File: src/rtl/mmix_defs_pkg.sv
// Shared MMIX core definitions: memory arbiter state/owner types and access-size codes.
package mmix_defs;

  typedef enum logic [1:0] {
    IDLE = 2'd0,
    BUSY = 2'd1,
    RESP = 2'd2
  } arb_state_t;

  typedef enum logic {
    OWN_FETCH = 1'b0,
    OWN_DATA  = 1'b1
  } arb_owner_t;

  localparam logic [1:0] DS_BYTE  = 2'd0;
  localparam logic [1:0] DS_WYDE  = 2'd1;
  localparam logic [1:0] DS_TETRA = 2'd2;
  localparam logic [1:0] DS_OCTA  = 2'd3;

  function automatic logic [3:0] starve_inc(input logic [3:0] cnt, input logic [3:0] limit);
    return (cnt >= limit) ? limit : cnt + 4'd1;
  endfunction

endpackage

File: src/rtl/mem_arb_watchdog.sv
// Busy-cycle watchdog for the memory arbiter; expire flags LIMIT-1 counted cycles since clear.
module mem_arb_watchdog #(
  parameter int unsigned LIMIT = 1024
) (
  input  logic clk,
  input  logic reset_n,
  input  logic clear,
  input  logic enable,
  output logic expire
);

  localparam int unsigned CntW = (LIMIT > 2) ? $clog2(LIMIT) : 1;

  logic [CntW-1:0] cnt_q;

  always_ff @(posedge clk) begin
    if (!reset_n) begin
      cnt_q <= '0;
    end else if (clear) begin
      cnt_q <= '0;
    end else if (enable) begin
      cnt_q <= cnt_q + 1'b1;
    end
  end

  assign expire = (cnt_q == CntW'(LIMIT - 1));

endmodule

File: src/rtl/mem_arbiter.sv
// Memory port arbiter: shares the core memory port between fetch (i_*) and load/store (d_*).
// Defining MEM_ARB_TIMEOUT_EN adds a watchdog that aborts a stalled transaction with err.
module mem_arbiter
  import mmix_defs::*;
#(
  parameter int unsigned STARVE_LIMIT   = 4,
  parameter int unsigned TIMEOUT_CYCLES = 1024
) (
  input  logic        clk,
  input  logic        reset_n,
  input  logic [63:0] i_address,
  input  logic [1:0]  i_datasize,
  input  logic        i_read,
  output logic [63:0] i_readdata,
  output logic        i_done,
  input  logic [63:0] d_address,
  input  logic [1:0]  d_datasize,
  input  logic        d_read,
  input  logic        d_write,
  input  logic [63:0] d_writedata,
  output logic [63:0] d_readdata,
  output logic        d_done,
  output logic [63:0] mem_address,
  output logic [1:0]  mem_datasize,
  output logic        mem_read,
  output logic        mem_write,
  output logic [63:0] mem_writedata,
  input  logic [63:0] mem_readdata,
  input  logic        mem_done,
  output logic        owner,
  output logic        busy,
  output logic        err
);

  if (STARVE_LIMIT < 1 || STARVE_LIMIT > 15 || TIMEOUT_CYCLES < 2) begin : g_bad_param
    $error("mem_arbiter: STARVE_LIMIT must be 1..15 and TIMEOUT_CYCLES at least 2");
  end

  localparam logic [3:0] StarveMax = 4'(STARVE_LIMIT);

  arb_state_t  state_q, state_d;
  arb_owner_t  owner_q, owner_d;
  logic        busy_q, busy_d;
  logic        done_q, done_d;
  logic        rd_q, rd_d;
  logic        wr_q, wr_d;
  logic [63:0] addr_q, addr_d;
  logic [63:0] wdata_q, wdata_d;
  logic [63:0] i_rdata_q, i_rdata_d;
  logic [63:0] d_rdata_q, d_rdata_d;
  logic [1:0]  size_q, size_d;
  logic [3:0]  starve_q, starve_d;
  logic        d_req, grant, fetch_win;

  assign d_req     = d_read | d_write;
  assign grant     = (state_q == IDLE) && (i_read || d_req);
  assign fetch_win = i_read && (!d_req || (starve_q == StarveMax));

`ifdef MEM_ARB_TIMEOUT_EN
  logic err_q, err_d, wd_expire;

  mem_arb_watchdog #(
    .LIMIT(TIMEOUT_CYCLES)
  ) u_watchdog (
    .clk    (clk),
    .reset_n(reset_n),
    .clear  (grant),
    .enable (state_q == BUSY),
    .expire (wd_expire)
  );

  assign err = err_q;
`else
  assign err = 1'b0;
`endif

  always_comb begin
    state_d   = state_q;
    owner_d   = owner_q;
    busy_d    = busy_q;
    done_d    = 1'b0;
    rd_d      = rd_q;
    wr_d      = wr_q;
    addr_d    = addr_q;
    wdata_d   = wdata_q;
    size_d    = size_q;
    i_rdata_d = i_rdata_q;
    d_rdata_d = d_rdata_q;
    starve_d  = starve_q;
`ifdef MEM_ARB_TIMEOUT_EN
    err_d     = 1'b0;
`endif
    unique case (state_q)
      IDLE: begin
        if (grant) begin
          state_d = BUSY;
          busy_d  = 1'b1;
          if (fetch_win) begin
            owner_d  = OWN_FETCH;
            addr_d   = i_address;
            size_d   = i_datasize;
            rd_d     = 1'b1;
            wr_d     = 1'b0;
            starve_d = '0;
          end else begin
            owner_d  = OWN_DATA;
            addr_d   = d_address;
            size_d   = d_datasize;
            wdata_d  = d_writedata;
            // A simultaneous read and write performs only the read.
            rd_d     = d_read;
            wr_d     = ~d_read;
            starve_d = i_read ? starve_inc(starve_q, StarveMax) : 4'd0;
          end
        end
      end
      BUSY: begin
        if (mem_done) begin
          rd_d    = 1'b0;
          wr_d    = 1'b0;
          done_d  = 1'b1;
          state_d = RESP;
          if (rd_q) begin
            if (owner_q == OWN_FETCH) i_rdata_d = mem_readdata;
            else                      d_rdata_d = mem_readdata;
          end
        end
`ifdef MEM_ARB_TIMEOUT_EN
        else if (wd_expire) begin
          rd_d    = 1'b0;
          wr_d    = 1'b0;
          done_d  = 1'b1;
          err_d   = 1'b1;
          state_d = RESP;
          if (owner_q == OWN_FETCH) i_rdata_d = '0;
          else                      d_rdata_d = '0;
        end
`endif
      end
      RESP: begin
        // No arbitration on this edge, so the finishing requester's level is not re-granted.
        busy_d  = 1'b0;
        state_d = IDLE;
      end
      default: begin
        busy_d  = 1'b0;
        rd_d    = 1'b0;
        wr_d    = 1'b0;
        state_d = IDLE;
      end
    endcase
  end

  always_ff @(posedge clk) begin
    if (!reset_n) begin
      state_q   <= IDLE;
      owner_q   <= OWN_FETCH;
      busy_q    <= 1'b0;
      done_q    <= 1'b0;
      rd_q      <= 1'b0;
      wr_q      <= 1'b0;
      addr_q    <= '0;
      wdata_q   <= '0;
      size_q    <= DS_BYTE;
      i_rdata_q <= '0;
      d_rdata_q <= '0;
      starve_q  <= '0;
`ifdef MEM_ARB_TIMEOUT_EN
      err_q     <= 1'b0;
`endif
    end else begin
      state_q   <= state_d;
      owner_q   <= owner_d;
      busy_q    <= busy_d;
      done_q    <= done_d;
      rd_q      <= rd_d;
      wr_q      <= wr_d;
      addr_q    <= addr_d;
      wdata_q   <= wdata_d;
      size_q    <= size_d;
      i_rdata_q <= i_rdata_d;
      d_rdata_q <= d_rdata_d;
      starve_q  <= starve_d;
`ifdef MEM_ARB_TIMEOUT_EN
      err_q     <= err_d;
`endif
    end
  end

  assign mem_address   = addr_q;
  assign mem_datasize  = size_q;
  assign mem_read      = rd_q;
  assign mem_write     = wr_q;
  assign mem_writedata = wdata_q;
  assign i_readdata    = i_rdata_q;
  assign d_readdata    = d_rdata_q;
  assign i_done        = done_q && (owner_q == OWN_FETCH);
  assign d_done        = done_q && (owner_q == OWN_DATA);
  assign owner         = owner_q;
  assign busy          = busy_q;

endmodule
File: config.mk
export PLATFORM = sky130hd
export DESIGN_NAME = mem_arbiter
export DESIGN_NICKNAME = d
export VERILOG_FILES = /design/src/rtl/mmix_defs_pkg.sv /design/src/rtl/mem_arb_watchdog.sv /design/src/rtl/mem_arbiter.sv
export SDC_FILE = /design/constraint.sdc
export NUM_CORES = 1
export LEC_CHECK = 0
export BUFFER_PORTS_ARGS = -buffer_cell sky130_fd_sc_hd__clkbuf_2
export CAP_MARGIN = 10
export CORE_AREA = 3 3 207 209
export DETAILED_ROUTE_END_ITERATION = 10
export DIE_AREA = 0 0 210 212
export PLACE_DENSITY = 0.6
export SLEW_MARGIN = 15
export SYNTH_ARGS = -nofsm -noshare
export SYNTH_HDL_FRONTEND = slang
export SYNTH_SLANG_ARGS = --single-unit
File: constraint.sdc
create_clock -name clk -period 3.4 [get_ports clk]
set_clock_uncertainty 0.15 [all_clocks]
set_input_delay 0.34 -clock clk [delete_from_list [all_inputs] [get_ports clk]]
set_output_delay 0.34 -clock clk [all_outputs]
set_load 0.01 [all_outputs]
==> insert_results.sql, run 1 <==
INSERT INTO impl_metrics (metric_group, metric, value, unit) VALUES
('outcome', 'outcome', 'finished clean', ''),
('place', 'dp_hpwl', '29960', 'um'),
('sta', 'timing.final.max_slew_violations', '0', ''),
('synthesis', 'number_of_standard_cells_after_synthesis', '1245', ''),
('critical_path', 'crit_required', '3.70', 'ns'),
('global_routing', 'grt_max_degree', '94', ''),
('critical_path', 'critical_path_arrival', '3.20', 'ns'),
('detailed_routing', 'drt_pass1_iterations', '5', ''),
('detailed_routing', 'route.vias.total', '12635', ''),
('clock_tree', 'post-cts-setup-buffer-count', '0', ''),
('critical_path', 'crit_type', 'flip-flop to flip-flop', ''),
('power', 'vdd_drop_max', '0.0003783', 'V'),
('cells_and_area', 'area_delta_synth_final', '57.30', '%'),
('power', 'power.density_cell_area', '465.1', 'mW/mm^2'),
('sta', 'worst_slew_pin_slew', '0.9198', 'ns'),
('sta', 'setup_tns', '0', 'ns'),
('synthesis', 'fraction_of_registers_with_async_set_or_reset_after_synthesis', '0', '%'),
('synthesis', 'syn-mean-instance-area', '9.259', 'um^2'),
('sta', 'hold_viol', '0', ''),
('power', 'power_frac_clock', '41.2', '%'),
('clock_tree', 'cts.path.max_buffers', '3', ''),
('clock_tree', 'tritoncts', 'yes', ''),
('synthesis', 'post_synth_main_area_contributors', 'sky130_fd_sc_hd__dfxtp_1 (47%), sky130_fd_sc_hd__mux2i_1 (11%), sky130_fd_sc_hd__nand2_1 (6.3%)', ''),
('critical_path', 'r2r_slack', '0.49', 'ns'),
('sta', 'final_setup_viols', '0', ''),
('critical_path', 'critical_path_peak_fanout', '64', ''),
('place', 'dp_cells', '2187', ''),
('cells_and_area', 'layout.filler_cells', '3927', ''),
('global_routing', 'number_of_antenna_violations_at_the_first_check_in_global_routing', '2', ''),
('worst_hold_path', 'timing.hold.worst_endpoint', 'mem_write', ''),
('die', 'design.die.area', '0.04452', 'mm^2'),
('sta', 'rsz0062_at_grt', 'no', ''),
('place', 'io_buffers', '529', ''),
('power', 'sequentialPowerShare', '40.9', '%'),
('critical_path', 'crit_slowest_cell', 'sky130_fd_sc_hd__buf_4', ''),
('global_routing', 'gr_util_all_layers', '19.42', '%'),
('power', 'cell_internal_pwr', '0.006190', 'W'),
('synthesis', 'post_synthesis_net_count', '1513', ''),
('power', 'sw_frac_of_total', '26.60', '%'),
('clock_tree', 'clock_sinks', '269', ''),
('synthesis', 'netlist.area_leader.share', '46.72', '%'),
('global_routing', 'via_count_of_the_first_global_routing_pass', '12992', ''),
('cells_and_area', 'utilization', '44.21', '%'),
('place', 'gpl.final_weighted_congestion', '0.8683', ''),
('clock_tree', 'insertion_delay', '0.55', 'ns'),
('worst_hold_path', 'worstHoldPathType', 'primary input to flip-flop', ''),
('critical_path', 'worst_r2r_endpoint', 'mem_address[5]', ''),
('detailed_routing', 'detail-route-antenna-nets', '0', ''),
('cells_and_area', 'layout-drive-gt1-share', '33.54', '%'),
('detailed_routing', 'drt-initial-drc-count', '974', ''),
('synthesis', 'synthDistinctLibCells', '46', ''),
('global_routing', 'globalRouteOverflowTotal', '0', ''),
('detailed_routing', 'routed_wire_length_per_instance', '18.31', 'um'),
('worst_hold_path', 'whs_path_depth', '2', ''),
('synthesis', 'synth_sequential_area_ratio', '46.72', '%'),
('clock_tree', 'cts_htree_levels', '1', ''),
('clock_tree', 'tritoncts_buffer_count', '31', ''),
('critical_path', 'critical-path-max-stage-delay', '0.67', 'ns'),
('detailed_routing', 'via_per_inst', '5.046', ''),
('die', 'ports_placed_on_the_boundary', '531', ''),
('die', 'die_height', '212', 'um'),
('detailed_routing', 'drc_errors', '0', ''),
('power', 'power.net_switching', '0.002243', 'W'),
('die', 'initial_core_utilization', '28.10', '%'),
('die', 'die_w', '210', 'um'),
('die', 'fp.coreArea', '0.04102', 'mm^2'),
('synthesis', 'yosys_register_bits', '269', ''),
('global_routing', 'grt_pass1_wl', '70890', 'um'),
('detailed_routing', 'wirelength', '45850', 'um'),
('critical_path', 'crit_chain', 'or2_2 > nor2_4 > buf_4 > a311oi_1 > dlygate4sd3_1', ''),
('synthesis', 'yosysTopAreaCell', 'sky130_fd_sc_hd__dfxtp_1', '');
[timing repair]
| action | CTS | global route |
|---|---|---|
| gates resized for setup | 0 | 0 |
| hold buffers | 261 | 0 |
| endpoints found under the hold margin | 260 | 0 |
[cell usage after synthesis, types with 2 or more instances]
| cell | instances |
|---|---|
| sky130_fd_sc_hd__clkbuf_1 | 60 |
| sky130_fd_sc_hd__o21a_1 | 2 |
| sky130_fd_sc_hd__ha_1 | 2 |
| sky130_fd_sc_hd__a311oi_1 | 54 |
| sky130_fd_sc_hd__nor2b_1 | 3 |
| sky130_fd_sc_hd__inv_1 | 3 |
| sky130_fd_sc_hd__buf_1 | 7 |
| sky130_fd_sc_hd__buf_2 | 52 |
| sky130_fd_sc_hd__nand3_1 | 38 |
| sky130_fd_sc_hd__o21ai_1 | 12 |
| sky130_fd_sc_hd__a311oi_2 | 12 |
| sky130_fd_sc_hd__buf_6 | 11 |
| sky130_fd_sc_hd__nand2_1 | 193 |
| sky130_fd_sc_hd__o21ai_0 | 59 |
| sky130_fd_sc_hd__mux2i_1 | 128 |
| sky130_fd_sc_hd__buf_12 | 2 |
| sky130_fd_sc_hd__or2_2 | 2 |
| sky130_fd_sc_hd__buf_4 | 9 |
| sky130_fd_sc_hd__nor2_1 | 2 |
| sky130_fd_sc_hd__nor2_2 | 3 |
| sky130_fd_sc_hd__and3_1 | 2 |
| sky130_fd_sc_hd__dfxtp_1 | 269 |
| sky130_fd_sc_hd__clkbuf_2 | 4 |
| sky130_fd_sc_hd__a21oi_1 | 135 |
| sky130_fd_sc_hd__nand4_1 | 68 |
| sky130_fd_sc_hd__o31ai_1 | 64 |
| sky130_fd_sc_hd__nand3_2 | 30 |
[worst max path at each step]
stage	start	endpoint	slack, ns	depth (start not counted)
after floorplan	d_read	mem_address[35]	1.71	7
after global placement	state_q[0]	d_readdata[55]	1.06	4
after detailed placement	state_q[0]	d_readdata[58]	1.03	4
after CTS	state_q[1]	mem_address[0]	0.56	5
after global routing	state_q[1]	mem_address[5]	0.36	5
final	state_q[1]	mem_address[5]	0.49	5
[power by group through the flow]
stage | Clock (W) | Sequential [W] | Combinational, W
final | 0.00348 | 0.00345 | 0.00150
after global routing | 0.00368 | 0.00347 | 0.00162
after CTS | 0.00356 | 0.00345 | 0.00148
after detailed placement | 0 | 0.00351 | 0.00118
after global placement | 0 | 0.00351 | 0.00116
after floorplan | 0 | 0.00358 | 0.000572
[sequential cells by signal, summed over array words and instances, names as in the netlist]
name	cells
busy	1
done_q	1
mem_read	1
i_readdata	64
state_q	2
starve_q	4
mem_writedata	64
owner	1
mem_write	1
d_readdata	64
mem_datasize	2
mem_address	64
[kinds of logic after synthesis]
logic type,share of synthesized area (%)
AND/OR/NAND/NOR,15.84
adder cells (fa/ha/maj),0.2170
buffers and inverters,6.882
other,0.03253
flip-flops,46.72
AO/OA/AOI/OAI,19.20
multiplexers,11.11
[cell usage in the layout (no fill, tap or decap), types with 15 or more instances in the layout]
| cell type | instances |
|---|---|
| sky130_fd_sc_hd__nand4_1 | 68 |
| sky130_fd_sc_hd__dlygate4sd3_1 | 261 |
| sky130_fd_sc_hd__o31ai_1 | 64 |
| sky130_fd_sc_hd__clkbuf_16 | 31 |
| sky130_fd_sc_hd__buf_4 | 15 |
| sky130_fd_sc_hd__nand3_1 | 38 |
| sky130_fd_sc_hd__nand3_2 | 30 |
| sky130_fd_sc_hd__clkbuf_2 | 528 |
| sky130_fd_sc_hd__mux2i_1 | 128 |
| sky130_fd_sc_hd__dfxtp_1 | 269 |
| sky130_fd_sc_hd__o21ai_0 | 59 |
| sky130_fd_sc_hd__a311oi_1 | 54 |
| sky130_fd_sc_hd__nand2_1 | 193 |
| sky130_fd_sc_hd__a21oi_1 | 135 |
[worst max-delay path, delay by kind of cell, from the launching register on]
| family | cells | cell delay (ns) |
|---|---|---|
| buffers and inverters | 2 | 1.31 |
| and+or+nand+nor | 2 | 0.62 |
| DFF | 1 | 0.37 |
| AOI/OAI and AO/OA | 1 | 0.23 |
[routing by layer]
| layer | part of all wire (%) | vias up | wire [um] | track usage [%] |
|---|---|---|---|---|
| li1 | - | 5958 | - | - |
| met1 | 39 | 5948 | 17670 | 22.52 |
| met2 | 48 | 598 | 22220 | 33.57 |
| met3 | 8.2 | 129 | 3759 | 5.445 |
| met4 | 4.8 | 2 | 2187 | 8.533 |
| met5 | 0.028 | - | 13 | 0.4310 |
[per-stage QoR]
| stage | cell area (um^2) | hold slack (ns) | worst slack (ns) | total power, W |
|---|---|---|---|---|
| 2_1_floorplan | 11530 | 0.2903 | 1.712 | 0.004154 |
| 3_5_place_dp | 14460 | 0.2978 | 1.033 | 0.004691 |
| 6_report | 18130 | 0.06106 | 0.4910 | 0.008433 |
| 5_1_grt | 18130 | 0.06282 | 0.3576 | 0.008771 |
| 3_3_place_gp | 14460 | 0.2914 | 1.064 | 0.004669 |
| 4_1_cts | 18130 | 0.03191 | 0.5557 | 0.008489 |
[layout make-up]
cell class / count / area [um^2] / area share (%)
antenna: 1 / 2.502 / 0.01380
clock buffer: 42 / 857.1 / 4.727
multi-input combinational: 826 / 5385 / 29.70
inverter: 4 / 17.52 / 0.09660
timing repair buffer: 817 / 5619 / 30.99
sequential: 269 / 5385 / 29.70
clock inverter: 13 / 200.2 / 1.104
tap: 532 / 665.6 / 3.671
Power figures use the tool's default switching activity.
==> run 2, diff against run 1 <==
--- a/config.mk
+++ b/config.mk
@@ -5,12 +5,13 @@
 export SDC_FILE = /design/constraint.sdc
 export NUM_CORES = 1
 export LEC_CHECK = 0
-export BUFFER_PORTS_ARGS = -buffer_cell sky130_fd_sc_hd__clkbuf_2
 export CAP_MARGIN = 10
-export CORE_AREA = 3 3 207 209
+export CORE_AREA = 3 3 205 207
+export CTS_CLUSTER_DIAMETER = 50
 export DETAILED_ROUTE_END_ITERATION = 10
-export DIE_AREA = 0 0 210 212
-export PLACE_DENSITY = 0.6
+export DIE_AREA = 0 0 208 210
+export DONT_BUFFER_PORTS = 1
+export PLACE_DENSITY = 0.5
 export SLEW_MARGIN = 15
 export SYNTH_ARGS = -nofsm -noshare
 export SYNTH_HDL_FRONTEND = slang
==> run 2 against run 1 <==
- clock power rose by 10%
- design area fell by 11%
- wire length fell by 4.1%
- non-clock buffer count fell by 473
- global-route usage fell by 0.65 points
- first-iteration DRC count fell by 8.7%
==> insert_results.sql, run 2 (synthesized netlist as in run 1, its figures left out) <==
INSERT INTO impl_metrics (metric_group, metric, value, unit) VALUES
('critical_path', 'r2r_slack', '0.18', 'ns'),
('power', 'vdd_drop_max', '0.0004081', 'V'),
('sta', 'final_setup_viols', '0', ''),
('critical_path', 'critical_path_peak_fanout', '40', ''),
('critical_path', 'r2r_start', 'starve_q[0]', ''),
('critical_path', 'reg2reg_depth', '8', ''),
('die', 'initial_core_utilization', '28.42', '%'),
('sta', 'rsz0062_at_grt', 'no', ''),
('die', 'core.rowCount', '74', ''),
('detailed_routing', 'wirelength', '43970', 'um'),
('detailed_routing', 'drc_errors', '0', ''),
('critical_path', 'cp-startpoint', 'starve_q[0]', ''),
('critical_path', 'crit_required', '3.71', 'ns'),
('clock_tree', 'clock_tree.root_cell', 'sky130_fd_sc_hd__clkbuf_16', ''),
('place', 'placement.cell_area', '0.01183', 'mm^2'),
('place', 'io_buffers', '0', ''),
('cells_and_area', 'layout.filler_cells', '3950', ''),
('worst_hold_path', 'worstHoldStart', 'mem_done', ''),
('place', 'dp_hpwl', '27500', 'um'),
('die', 'die_height', '210', 'um'),
('outcome', 'outcome', 'finished clean', ''),
('worst_hold_path', 'timing.hold.worst_endpoint', 'mem_read', ''),
('global_routing', 'gr_util_all_layers', '18.77', '%'),
('detailed_routing', 'route.vias.total', '10986', ''),
('critical_path', 'worst_r2r_endpoint', 'mem_address[61]', ''),
('sta', 'hold_viol', '0', ''),
('critical_path', 'cp_dominant_cell_by_count', 'sky130_fd_sc_hd__dlygate4sd3_1', ''),
('detailed_routing', 'drt_pass1_iterations', '6', ''),
('sta', 'final_min_period_over_clock_period', '94.62', '%'),
('cells_and_area', 'layout.cells.most_common', 'sky130_fd_sc_hd__dlygate4sd3_1', ''),
('place', 'gpl.final_weighted_congestion', '0.8182', ''),
('sta', 'timing.final.max_slew_violations', '0', ''),
('power', 'leak', '6.509', 'nW'),
('detailed_routing', 'drt-initial-drc-count', '889', ''),
('critical_path', 'crit_type', 'flip-flop to flip-flop', ''),
('power', 'power.density_cell_area', '526.4', 'mW/mm^2'),
('cells_and_area', 'area_taken_by_multi_input_logic_gates', '0.005396', 'mm^2'),
('sta', 'setup_tns', '0', 'ns'),
('detailed_routing', 'via_per_inst', '5.396', ''),
('clock_tree', 'tritoncts', 'yes', ''),
('clock_tree', 'tritoncts_buffer_count', '35', ''),
('die', 'die_w', '208', 'um'),
('critical_path', 'critical_path_arrival', '3.52', 'ns'),
('clock_tree', 'cts.path.max_buffers', '3', ''),
('critical_path', 'endpoint_kind', 'flip-flop', ''),
('critical_path', 'timing.critical_path.max_delay_family', 'buffers and inverters', ''),
('critical_path', 'worst-path-stages', '8', ''),
('worst_hold_path', 'worstHoldPathType', 'primary input to flip-flop', ''),
('global_routing', 'globalRouteOverflowTotal', '0', ''),
('cells_and_area', 'area_delta_synth_final', '40.26', '%'),
('global_routing', 'grt_max_degree', '166', ''),
('sta', 'worst_slew_pin_slew', '1.091', 'ns'),
('detailed_routing', 'detail-route-antenna-nets', '0', ''),
('critical_path', 'critical-path-max-stage-delay', '0.60', 'ns'),
('cells_and_area', 'layout-drive-gt1-share', '9.647', '%'),
('critical_path', 'timing.critical_path.buf_inv', '4', ''),
('sta', 'timing.fmax', '310.8', 'MHz'),
('cells_and_area', 'most-common-layout-cells', 'sky130_fd_sc_hd__dlygate4sd3_1 (310), sky130_fd_sc_hd__dfxtp_1 (269), sky130_fd_sc_hd__nand2_1 (193)', ''),
('cells_and_area', 'seq_area', '0.005385', 'mm^2'),
('clock_tree', 'clock_sinks', '269', ''),
('clock_tree', 'cts_htree_levels', '2', ''),
('cells_and_area', 'nets', '1749', ''),
('sta', 'finalCriticalPeriod', '3.217', 'ns'),
('sta', 'worst_slew_margin_relative_to_its_limit', '27.08', '%'),
('clock_tree', 'insertion_delay', '0.51', 'ns'),
('worst_hold_path', 'whs_path_depth', '3', ''),
('detailed_routing', 'routed_wire_length_per_instance', '21.59', 'um'),
('global_routing', 'number_of_antenna_violations_at_the_first_check_in_global_routing', '1', ''),
('die', 'fp.coreArea', '0.04055', 'mm^2'),
('critical_path', 'crit_chain', 'inv_1 > ha_1 > and4b_4 > buf_6 > o21ai_1 > dlygate4sd3_1 > a311oi_1 > dlygate4sd3_1', ''),
('global_routing', 'grt_pass1_wl', '66750', 'um'),
('global_routing', 'via_count_of_the_first_global_routing_pass', '11256', ''),
('run', 'timing.max_cap.violations', '0', ''),
('critical_path', 'worst_setup_path_start_kind', 'flip-flop', ''),
('clock_tree', 'clk_transition_reported_paths', '0.06', 'ns'),
('critical_path', 'crit_slowest_cell', 'sky130_fd_sc_hd__dlygate4sd3_1', ''),
('die', 'design.die.area', '0.04368', 'mm^2'),
('cells_and_area', 'final_cell_area', '0.01617', 'mm^2'),
('die', 'ports_placed_on_the_boundary', '531', '');
[run 2: cell count changes in the layout (fill, tap and decap cells not counted), moves of 3 or more]
cell | previous run | this run
sky130_fd_sc_hd__dlygate4sd3_1 | 261 | 310
sky130_fd_sc_hd__clkinvlp_4 | 4 | 1
sky130_fd_sc_hd__buf_4 | 15 | 22
sky130_fd_sc_hd__clkbuf_16 | 31 | 37
sky130_fd_sc_hd__clkbuf_2 | 528 | 0
[run 2: final cells by class]
type,instances,area share [%]
diodes,1,0.01548
clock buffers,46,6.121
clock inverters,13,1.261
inverters,4,0.1083
multi-input cells,827,33.38
flip-flops and latches,269,33.31
well taps,532,4.117
repair buffers,344,21.69
[run 2: timing repair]
item | in CTS | in global routing
resized for setup | 0 | 1
buffers inserted | 0 | 0
hold buffers | 311 | 0
endpoints found under the hold margin | 269 | 0
endpoints found under the setup margin | 0 | 1
[run 2: how the worst max path moves through the flow]
stage | slack, ns | to
after floorplan | 1.71 | mem_address[35]
after global placement | 0.90 | d_readdata[10]
after detailed placement | 0.84 | d_readdata[25]
after CTS | 0.03 | mem_address[61]
after global routing | 0.04 | mem_address[61]
final | 0.18 | mem_address[61]
[run 2: metrics by stage]
stage | utilization [%] | std cells | hold slack, ns | worst slack [ns] | total power (W)
after floorplan | - | 1245 | 0.2903 | 1.712 | 0.004154
after global placement | 29.16 | 1664 | 0.3106 | 0.9042 | 0.004331
after detailed placement | 29.16 | 1664 | 0.3234 | 0.8359 | 0.004347
after CTS | 39.82 | 2034 | 0.03057 | 0.03405 | 0.008579
after global routing | 39.86 | 2035 | 0.1276 | 0.03806 | 0.008824
final | 39.87 | 2036 | 0.06955 | 0.1829 | 0.008511
[run 2: tightest hold or removal path: stages]
cell	delay, ns
sky130_fd_sc_hd__o21ai_0	0.12
sky130_fd_sc_hd__a21oi_1	0.17
sky130_fd_sc_hd__a211oi_1	0.05
[run 2: power breakdown]
group	switching, W	total, W	internal [W]
sequential	0.000252	0.00359	0.00334
combinational	0.000542	0.00107	0.000533
clock	0.00142	0.00384	0.00243
total	0.00221	0.00851	0.00630
[run 2: layer usage]
layer | part of all wire, % | vias up | track usage [%]
li1 | - | 5018 | -
met1 | 38 | 5363 | 21.37
met2 | 50 | 526 | 32.68
met3 | 9.6 | 79 | 6.638
met4 | 2.7 | 0 | 6.719
met5 | 0 | - | 0
